--- src/rtl/minimac3_pkg.sv ---
// Shared constants and FSM encoding for the minimac3 PHY-side engines.
package minimac3_pkg;

  localparam logic [3:0]  PREAMBLE_NIB    = 4'h5;
  localparam logic [3:0]  SFD_NIB         = 4'hD;
  localparam int          PREAMBLE_CYCLES = 16;
  localparam logic [31:0] CRC_POLY        = 32'hEDB88320;
  localparam logic [31:0] CRC_INIT        = 32'hFFFFFFFF;

  typedef enum logic [2:0] {
    ST_IDLE,
    ST_PREAMBLE,
    ST_DATA,
    ST_FCS,
    ST_IFG
  } tx_state_t;

endpackage

--- src/rtl/minimac3_tx_if.sv ---
// Start/done handshake, TX buffer read port and MII transmit pins of the TX engine.
interface minimac3_tx_if;

  logic        tx_start;
  logic [10:0] tx_count;
  logic        tx_done;
  logic [10:0] txb_adr;
  logic [7:0]  txb_dat;
  logic        phy_tx_en;
  logic [3:0]  phy_tx_data;

  // The transmit engine.
  modport master (
    input  tx_start, tx_count, txb_dat,
    output tx_done, txb_adr, phy_tx_en, phy_tx_data
  );

  // Synchroniser, TX buffer and PHY side.
  modport slave (
    output tx_start, tx_count, txb_dat,
    input  tx_done, txb_adr, phy_tx_en, phy_tx_data
  );

endinterface

--- src/rtl/minimac3_crc32.sv ---
// Combinational CRC-32 step over one nibble (reflected, LSB first).
module minimac3_crc32
  import minimac3_pkg::*;
(
  input  logic [31:0] i_crc,
  input  logic [3:0]  i_nibble,
  output logic [31:0] o_crc
);

  // Shift the four nibble bits through the reflected polynomial, bit 0 first.
  always_comb begin
    // NOTE: the output gets a value before the loop touches it, so every path assigns it and no latch is inferred.
    o_crc = i_crc;
    for (int i = 0; i < 4; i++) begin
      if (o_crc[0] ^ i_nibble[i]) o_crc = (o_crc >> 1) ^ CRC_POLY;
      else                        o_crc = o_crc >> 1;
    end
  end

endmodule

--- src/rtl/minimac3_tx.sv ---
// PHY-side transmit engine: preamble, SFD, payload, optional FCS, then IFG and done.
module minimac3_tx
  import minimac3_pkg::*;
#(
  parameter bit          HW_FCS     = 1'b1,
  parameter int unsigned IFG_CYCLES = 24
)(
  input  logic          phy_tx_clk,
  input  logic          phy_tx_rst,
  minimac3_tx_if.master bus
);

  // All r_ registers describe what is on the MII pins in the current cycle;
  // the w_ values are what the pins and bookkeeping become after the next edge.
  tx_state_t   r_state,   w_state;
  logic [11:0] r_cnt,     w_cnt;      // nibble / cycle index within the state
  logic [10:0] r_count,   w_count;    // latched payload byte count
  logic [10:0] r_adr,     w_adr;
  logic [3:0]  r_hi_nib,  w_hi_nib;   // high half of the byte being sent; low half goes straight out
  logic [31:0] r_crc,     w_crc;
  logic        r_tx_en,   w_tx_en;
  logic [3:0]  r_tx_data, w_tx_data;
  logic        r_done,    w_done;

  logic [10:0] w_last_adr;
  logic        w_last_nib;
  logic [3:0]  w_nib;
  logic [31:0] w_crc_step;

  assign w_last_adr = r_count - 11'd1;
  assign w_last_nib = (r_cnt == {w_last_adr, 1'b1});
  // Odd index (or the SFD cycle) means the next slot starts a new byte, taken from RAM.
  assign w_nib      = r_cnt[0] ? bus.txb_dat[3:0] : r_hi_nib;

  minimac3_crc32 u_crc (
    .i_crc    (r_crc),
    .i_nibble (w_nib),
    .o_crc    (w_crc_step)
  );

  // Next-state and next-output decode for the frame sequencer.
  always_comb begin
    w_state   = r_state;
    w_cnt     = r_cnt;
    w_count   = r_count;
    w_adr     = r_adr;
    w_hi_nib  = r_hi_nib;
    w_crc     = r_crc;
    w_tx_en   = 1'b0;
    w_tx_data = 4'h0;
    w_done    = 1'b0;
    case (r_state)
      ST_IDLE: begin
        if (bus.tx_start) begin
          if (bus.tx_count != 11'd0) begin
            w_state   = ST_PREAMBLE;
            w_cnt     = '0;
            w_count   = bus.tx_count;
            w_adr     = '0;
            w_crc     = CRC_INIT;
            w_tx_en   = 1'b1;
            w_tx_data = PREAMBLE_NIB;
          end else begin
            w_done = 1'b1;
          end
        end
      end
      ST_PREAMBLE: begin
        w_tx_en = 1'b1;
        if (r_cnt == 12'(PREAMBLE_CYCLES - 1)) begin
          w_state   = ST_DATA;
          w_cnt     = '0;
          w_tx_data = w_nib;
          w_hi_nib  = bus.txb_dat[7:4];
          if (HW_FCS) w_crc = w_crc_step;
          if (r_adr != w_last_adr) w_adr = r_adr + 11'd1;
        end else begin
          w_cnt     = r_cnt + 12'd1;
          w_tx_data = (r_cnt == 12'(PREAMBLE_CYCLES - 2)) ? SFD_NIB : PREAMBLE_NIB;
        end
      end
      ST_DATA: begin
        if (w_last_nib) begin
          w_cnt = '0;
          if (HW_FCS) begin
            w_state   = ST_FCS;
            w_tx_en   = 1'b1;
            w_tx_data = ~r_crc[3:0];
          end else begin
            w_state = ST_IFG;
          end
        end else begin
          w_cnt     = r_cnt + 12'd1;
          w_tx_en   = 1'b1;
          w_tx_data = w_nib;
          if (HW_FCS) w_crc = w_crc_step;
          if (r_cnt[0]) begin
            w_hi_nib = bus.txb_dat[7:4];
            if (r_adr != w_last_adr) w_adr = r_adr + 11'd1;
          end
        end
      end
      ST_FCS: begin
        if (r_cnt == 12'd7) begin
          w_state = ST_IFG;
          w_cnt   = '0;
        end else begin
          w_cnt     = r_cnt + 12'd1;
          w_tx_en   = 1'b1;
          w_tx_data = ~r_crc[{r_cnt[2:0] + 3'd1, 2'b00} +: 4];
        end
      end
      ST_IFG: begin
        if (r_cnt == 12'(IFG_CYCLES - 1)) begin
          w_state = ST_IDLE;
          w_cnt   = '0;
          w_done  = 1'b1;
        end else begin
          w_cnt = r_cnt + 12'd1;
        end
      end
      default: w_state = ST_IDLE;
    endcase
  end

  // State and output registers; reset drops TX_EN immediately and abandons the frame.
  always_ff @(posedge phy_tx_clk or posedge phy_tx_rst) begin
    if (phy_tx_rst) begin
      r_state   <= ST_IDLE;
      r_cnt     <= '0;
      r_count   <= '0;
      r_adr     <= '0;
      r_hi_nib  <= '0;
      r_crc     <= CRC_INIT;
      r_tx_en   <= 1'b0;
      r_tx_data <= 4'h0;
      r_done    <= 1'b0;
    end else begin
      // NOTE: non-blocking assignments so every register samples pre-edge values.
      r_state   <= w_state;
      r_cnt     <= w_cnt;
      r_count   <= w_count;
      r_adr     <= w_adr;
      r_hi_nib  <= w_hi_nib;
      r_crc     <= w_crc;
      r_tx_en   <= w_tx_en;
      r_tx_data <= w_tx_data;
      r_done    <= w_done;
    end
  end

  assign bus.tx_done     = r_done;
  assign bus.txb_adr     = r_adr;
  assign bus.phy_tx_en   = r_tx_en;
  assign bus.phy_tx_data = r_tx_data;

endmodule

--- src/flat_wrapper.sv ---
// flat-port wrapper written by rule: the top's interface ports become plain ports
module minimac3_tx_flat import minimac3_pkg::*;
#(
  parameter bit          HW_FCS     = 1'b1,
  parameter int unsigned IFG_CYCLES = 24
)
  (phy_tx_clk, phy_tx_rst, bus_tx_start, bus_tx_count, bus_txb_dat, bus_tx_done, bus_txb_adr, bus_phy_tx_en, bus_phy_tx_data);
  minimac3_tx_if bus_i ();
  input  logic phy_tx_clk;
  input  logic phy_tx_rst;
  input wire logic [$bits(bus_i.tx_start)-1:0] bus_tx_start;
  input wire logic [$bits(bus_i.tx_count)-1:0] bus_tx_count;
  input wire logic [$bits(bus_i.txb_dat)-1:0] bus_txb_dat;
  output wire logic [$bits(bus_i.tx_done)-1:0] bus_tx_done;
  output wire logic [$bits(bus_i.txb_adr)-1:0] bus_txb_adr;
  output wire logic [$bits(bus_i.phy_tx_en)-1:0] bus_phy_tx_en;
  output wire logic [$bits(bus_i.phy_tx_data)-1:0] bus_phy_tx_data;
  assign bus_i.tx_start = bus_tx_start;
  assign bus_i.tx_count = bus_tx_count;
  assign bus_i.txb_dat = bus_txb_dat;
  assign bus_tx_done = bus_i.tx_done;
  assign bus_txb_adr = bus_i.txb_adr;
  assign bus_phy_tx_en = bus_i.phy_tx_en;
  assign bus_phy_tx_data = bus_i.phy_tx_data;
  minimac3_tx #(.HW_FCS(HW_FCS), .IFG_CYCLES(IFG_CYCLES)) u_core (.phy_tx_clk(phy_tx_clk), .phy_tx_rst(phy_tx_rst), .bus(bus_i));
endmodule
--- config.mk ---
export PLATFORM = sky130hd
export DESIGN_NAME = minimac3_tx_flat
export DESIGN_NICKNAME = d
export VERILOG_FILES = /design/src/rtl/minimac3_pkg.sv /design/src/rtl/minimac3_tx_if.sv /design/src/rtl/minimac3_crc32.sv /design/src/rtl/minimac3_tx.sv /design/src/flat_wrapper.sv
export SDC_FILE = /design/constraint.sdc
export NUM_CORES = 1
export LEC_CHECK = 0
export CORE_MARGIN = 10
export CORE_UTILIZATION = 53
export DETAILED_ROUTE_END_ITERATION = 12
export PLACE_DENSITY = 0.76
export SETUP_SLACK_MARGIN = 0.15
export SKIP_LAST_GASP = 1
export SYNTH_ARGS = -nofsm -noshare
export SYNTH_HDL_FRONTEND = slang
export SYNTH_SLANG_ARGS = --single-unit
--- constraint.sdc ---
create_clock -name phy_tx_clk -period 2.75 [get_ports phy_tx_clk]
set_clock_uncertainty 0.05 [all_clocks]
set_input_delay 0.55 -clock phy_tx_clk [delete_from_list [all_inputs] [get_ports phy_tx_clk]]
set_output_delay 0.55 -clock phy_tx_clk [all_outputs]
set_load 0.005 [all_outputs]
; ---- After elaboration in Yosys (flattened, before gate mapping)
; Index checks and enable logic that the tools add are counted.
[totals]
register_bits = 79
latchBits = 0
ram_bits = 0
rom_bits = 0
output_inout_bits = 17
elab_cells = 104
n_memories = 0
[op_classes]
addsub = 4
mul = 0
div = 0
magnitude_cmp = 0
eq_ne = 18
shift = 1
n_mux = 50
bitwise_logic = 10
n_reduce_logical = 12
[ops]
columns = op, n
row1 = $mux 32, 8
row2 = $pmux 32 s3, 1
row3 = $mux 12, 6
row4 = $mux 11, 6
row5 = $pmux 12 s5, 1
row6 = $not 13->14, 4
row7 = $mux 4, 9
row8 = $pmux 11 s3, 1
row9 = $shiftx 32x6->4, 1
row10 = $eq 12x4->1 const B, 2
row11 = $mux 3, 7
row12 = $pmux 4 s4, 1
row13 = $pmux 3 s5, 1
row14 = $add 12x1->12 const B, 1
row15 = $eq 12x12->1, 1
row16 = $eq 12x3->1 const B, 1
row17 = $eq 12x5->1 const B, 1
row18 = $ne 2x1->1 const B, 6
row19 = $reduce_and 6->1, 2
row20 = $add 11x1->11 const B, 1
row21 = $ne 11x11->1, 1
row22 = $reduce_bool 11->1, 1
row23 = $sub 11x1->11 const B, 1
row24 = $not 4->4, 2
row25 = 18 further kinds, 29

; ---- Longest topological paths before layout
; Gate-level depths: netlist of the first run.
[depth]
depth_word = 11
ltp_mapped = 13
ltp_nobuf = 10

; ---- Hierarchy
; Synthesis of the first run repeated with hierarchy kept, for this count alone.
[unflattened]
cells_unflattened = 590
hier_area_um2 = 5679.2
[modules_own_cells]
columns = module, instances, cells_each, area_each_um2, seq_area_each_um2
row1 = minimac3_tx, 1, 540, 4852.2, 2016.9
row2 = minimac3_crc32, 1, 50, 827.0, 0.0

; ---- Least setup slack after synthesis of the first run
; OpenSTA, ideal clock, no wires.
[synth_timing]
path_type = register -> register
from = register u_core.r_count[0]
to = register u_core.r_adr[9], in the netlist u_core.bus.txb_adr[9]
setup_time_ns = 0.078
arrival_ns = 2.827
t_required_ns = 2.622
slack_ns = -0.205
stages_incl_launch_ff = 13
n_path_buf = 2
path_cell_list = dfrtp_1 inv_1 ha_1 or4b_1 clkbuf_1 nor4_2 xnor3_1 o2111ai_1 nor3_2 a21o_1 buf_4 or4_1 a21oi_1
[synth_via]
elab_chain_len = 6
[synth_lines]
columns = element, line_no
row1 = from (decl), minimac3_tx.sv:17  ; logic [10:0] r_count, w_count;
row2 = from (signal assigned), minimac3_tx.sv:142  ; r_count <= w_count;
row3 = $sub 11x1->11 *, minimac3_tx.sv:30  ; assign w_last_adr = r_count - 11'd1;
row4 = $ne 11x11->1, "minimac3_tx.sv:76, minimac3_tx.sv:99"
row5 = $mux 11 (3 in series), n/a
row6 = $pmux 11 s3, n/a
row7 = to (signal assigned), minimac3_tx.sv:143  ; r_adr <= w_adr;
row8 = to (decl), minimac3_tx.sv:18  ; logic [10:0] r_adr, w_adr;
; Mark *: on every way between the ends. The rest lies on a longest branch, timed or not. The select of a mux whose other input is x is not followed.
; A chain may end at the register's enable or synchronous reset.

; ---- Worst setup path in the final report of the first run
[layout_timing]
from = register u_core.r_count[1]
to = register u_core.r_crc[8]
[layout_via]
elab_chain_len = 4
[layout_lines]
columns = element, line_no
row1 = $sub 11x1->11, minimac3_tx.sv:30
row2 = $eq 12x12->1, minimac3_tx.sv:31  ; assign w_last_nib = (r_cnt == {w_last_adr, 1'b1});
row3 = $ne 2x2->1 (no line), n/a
row4 = $reduce_and 5->1 (no line), n/a
row5 = to (signal assigned), minimac3_tx.sv:145  ; r_crc <= w_crc;
row6 = to (decl), minimac3_tx.sv:20  ; logic [31:0] r_crc, w_crc;
; No other way between the ends.

==> results of run 1 <==
## cell usage after synthesis, types with 3 or more instances
| cell | n |
|---|---|
| dfrtp_1 | 47 |
| o21ai_1 | 6 |
| ha_1 | 4 |
| dfstp_2 | 32 |
| mux2i_1 | 15 |
| xnor3_1 | 3 |
| nand3_1 | 12 |
| nor3_1 | 16 |
| o31ai_1 | 4 |
| and3_1 | 6 |
| nor3_2 | 3 |
| inv_1 | 15 |
| o21ai_0 | 21 |
| nand2b_1 | 11 |
| a31oi_1 | 36 |
| and2_1 | 3 |
| xor2_1 | 41 |
| nand2_1 | 68 |
| nand4_1 | 7 |
| and4_1 | 3 |
| nor4_1 | 7 |
| or4_1 | 4 |
| xnor2_1 | 25 |
| nor2_1 | 49 |
| a21oi_1 | 16 |
| mux4_2 | 8 |
| buf_2 | 7 |
| mux2_2 | 10 |
| clkbuf_1 | 23 |
## cells in the final DEF, fill, tap and decap left out, drive strengths merged, types with 10 or more instances in the layout
master	n
nand3	12
a31oi	36
buf	97
nand2b	11
inv	20
a21oi	16
xor2	41
xnor2	25
nor3	19
clkdlybuf4s50	38
dfstp	32
nor2	50
o21ai	27
clkbuf	11
dfrtp	47
mux2i	15
nand2	68
mux2	10
## layout make-up
class / instances / area, µm² / share of cell area, %
multi-input cells: 420 / 3410 / 47.8
flip-flops and latches: 79 / 2020 / 28.2
repair buffers: 136 / 1290 / 18.1
well taps: 129 / 161 / 2.26
clock buffers: 10 / 149 / 2.09
clock inverters: 6 / 56.3 / 0.789
inverters: 15 / 56.3 / 0.789
## what timing repair did
action                     4_1_cts  5_1_grt
resized for setup               77       28
setup buffers                   15        2
setup endpoints to repair       64       65
gates cloned                     3        2
pin swaps                       24       11
## registers in the layout, summed over array words and instances (netlist names)
signal / count
u_core.r_state: 3
u_core.bus.phy_tx_en: 1
u_core.bus.phy_tx_data: 4
u_core.r_crc: 32
u_core.bus.txb_adr: 11
u_core.r_cnt: 12
u_core.r_hi_nib: 4
u_core.bus.tx_done: 1
u_core.r_count: 11
## worst register-to-register path, delay by kind of cell, from the launching register on
family                 cells  cell delay (ps)
and+or+nand+nor            4             1380
DFF                        1              410
AOI/OAI and AO/OA          4              640
buffers and inverters      4              600
## routing by layer
metal	wire [µm]	global-route usage, %	vias to the layer above
met5	0	0	-
met4	642	10.5	0
met3	1240	3.55	67
met2	8660	39.3	289
met1	6190	26.8	2427
li1	-	-	2182
## how the worst max path moves through the flow
stage | end
floorplan | u_core.bus.txb_adr[9]
global placement | u_core.bus.txb_adr[9]
detailed placement | u_core.bus.txb_adr[8]
CTS | u_core.bus.txb_adr[9]
global route | u_core.r_crc[12]
finish | u_core.r_crc[8]
## cells by family after synthesis
logic type,count (synthesis),synth area share [%]
buffers and inverters,49,4.16
multiplexers,33,8.72
XOR/XNOR,69,12.7
AND/OR/NAND/NOR,205,20.2
adder cells (fa/ha/maj),4,0.985
AO/OA/AOI/OAI,108,13.5
flip-flops,79,39.7
## per-stage QoR
step / cells / hold WS, ps / cell area [µm²]
6_report: 795 / 451 / 7140
5_1_grt: 795 / 470 / 7140
4_1_cts: 791 / 437 / 6980
3_5_place_dp: 757 / 418 / 6200
3_3_place_gp: 757 / 410 / 6200
2_1_floorplan: 547 / 397 / 5210
==> results.sh, run 1 <==
export IMPL_setup_viol=64
export IMPL_rows=35
export IMPL_finalSetupTns_ps=-20030
export IMPL_postRouteWirelength_um=16700
export IMPL_grt_pass1_wl_um=26400
export IMPL_utilization_pct=76.9
export IMPL_violations="setup timing"
export IMPL_cp_required_ps=2980
export IMPL_track_usage_pct=22.6
export IMPL_cp_slowest_cell="or4_4"
export IMPL_startpoint_type="register"
export IMPL_cts_sinks=79
export IMPL_clkTransAtPathRegs_ps=100
export IMPL_layout_setup_ws_ps=-414
export IMPL_cts_htree_levels=3
export IMPL_yosysWarnings=0
export IMPL_netlist_area_leader_share_pct=23.2
export IMPL_final_antenna_net_count=0
export IMPL_syn_inst=547
export IMPL_diodes=0
export IMPL_reg2reg_depth=12
export IMPL_synthTopCellsByArea="dfrtp_1 (23%), dfstp_2 (17%), xor2_1 (7.1%), nand2_1 (5.0%), a31oi_1 (4.4%)"
export IMPL_num_io_pins=39
export IMPL_crit_buf_inv=4
export IMPL_grt_overflow=0
export IMPL_hold_start="u_core.r_crc[11]"
export IMPL_syn_num_nets=573
export IMPL_hold_viol=0
export IMPL_ys_ff_latch=79
export IMPL_post_place_ws_ps=-364
export IMPL_path_cells="buf_6, or4_4, or3_4, a2111oi_4, o2111ai_2, nor3_4, buf_6, a21oi_4, buf_12, buf_12, nor2_2, a31oi_1"
export IMPL_syn_avg_cell_area_um2=9.29
export IMPL_clk_path_buf_depth=2
export IMPL_cp_max_fo=19
export IMPL_cts_made_buffers=9
export IMPL_r2r_start="u_core.r_count[1]"
export IMPL_rsz0062_at_grt="true"
export IMPL_whs_path_depth=2
export IMPL_crit_arrival_ps=3390
export IMPL_die_h_um=118
export IMPL_clkLatencyLatePin_ps=370
export IMPL_areaGrowthSynthToFinish_pct=40.6
export IMPL_dp_hpwl_um=10300
export IMPL_r2r_end="u_core.r_crc[8]"
export IMPL_first_pass_iters=7
export IMPL_globalplace_congestion=0.926
export IMPL_die_area_um2=13900
export IMPL_floorplan_initialDensity_pct=54.7
export IMPL_cts_tree="done"
export IMPL_layout_drive_gt1_share_pct=37.5
export IMPL_grt_pass1_vias=5020
export IMPL_cpPeakStageDelay_ps=540
export IMPL_syn_area_um2=5080
export IMPL_num_fill_cells=549
export IMPL_worstSetupPathType="register to register"
export IMPL_die_w_um=118
export IMPL_cpLargestDelayFamily="simple AND/OR/NAND/NOR gates"
export IMPL_synth_edf_count=0
export IMPL_r2r_slack_ps=-410
export IMPL_tightest_slew_ps=593
export IMPL_status="complete, but fails checks"
export IMPL_antenna_found_initial=0
export IMPL_vias_per_cell=6.25
export IMPL_layout_min_cycle_time_ps=3160
export IMPL_wl_per_cell_um=21.0
export IMPL_grt_start_max_net_pins=80
export IMPL_period_share_pct=115
export IMPL_final_nets=687
export IMPL_maxSlewHeadroom_pct=60.2
export IMPL_min_path_type="register to register"
export IMPL_cts_root_buf="clkbuf_8"
export IMPL_slew_viol_final=0
export IMPL_maxCapViolCount=0
export IMPL_seq_area_frac_synth_pct=39.7
export IMPL_io_buffers=38
export IMPL_synth_cell_types=62
export IMPL_vias=4965
export IMPL_yosysTopAreaCell="dfrtp_1"
export IMPL_cts_hold_buffers=0
export IMPL_whs_endpoint="u_core.r_crc[11]"
export IMPL_cp_end_kind="register"
export IMPL_fmax_ghz=0.316
export IMPL_synthFlopType="dfrtp_1"
export IMPL_drt_iter0_drc=583
export IMPL_cp_num_cells=12
export IMPL_drcViolationCount=0
export IMPL_critPathLaunch="u_core.r_count[1]"
export IMPL_synthArstFlopShare_pct=100
export IMPL_core_area_um2=9280
Power of run 1 is left out: the tool's default activity adds up to more than one toggle a clock period on the data nets, which glitch-free logic cannot reach.
==> run 2: changes to the inputs <==
Settings changed: CTS_CLUSTER_DIAMETER set to 150, CTS_CLUSTER_SIZE set to 10.
==> results of run 2 <==
No change in the layout: final DEF, timing and power equal those of run 1.
Power of run 2 is left out for the same reason.
==> run 3: changes to the inputs <==
Settings changed: CTS_CLUSTER_DIAMETER 150 to 120, SLEW_MARGIN set to 20.
==> results of run 3 <==
No change in the layout: final DEF, timing and power equal those of run 1.
Power of run 3 is left out for the same reason.
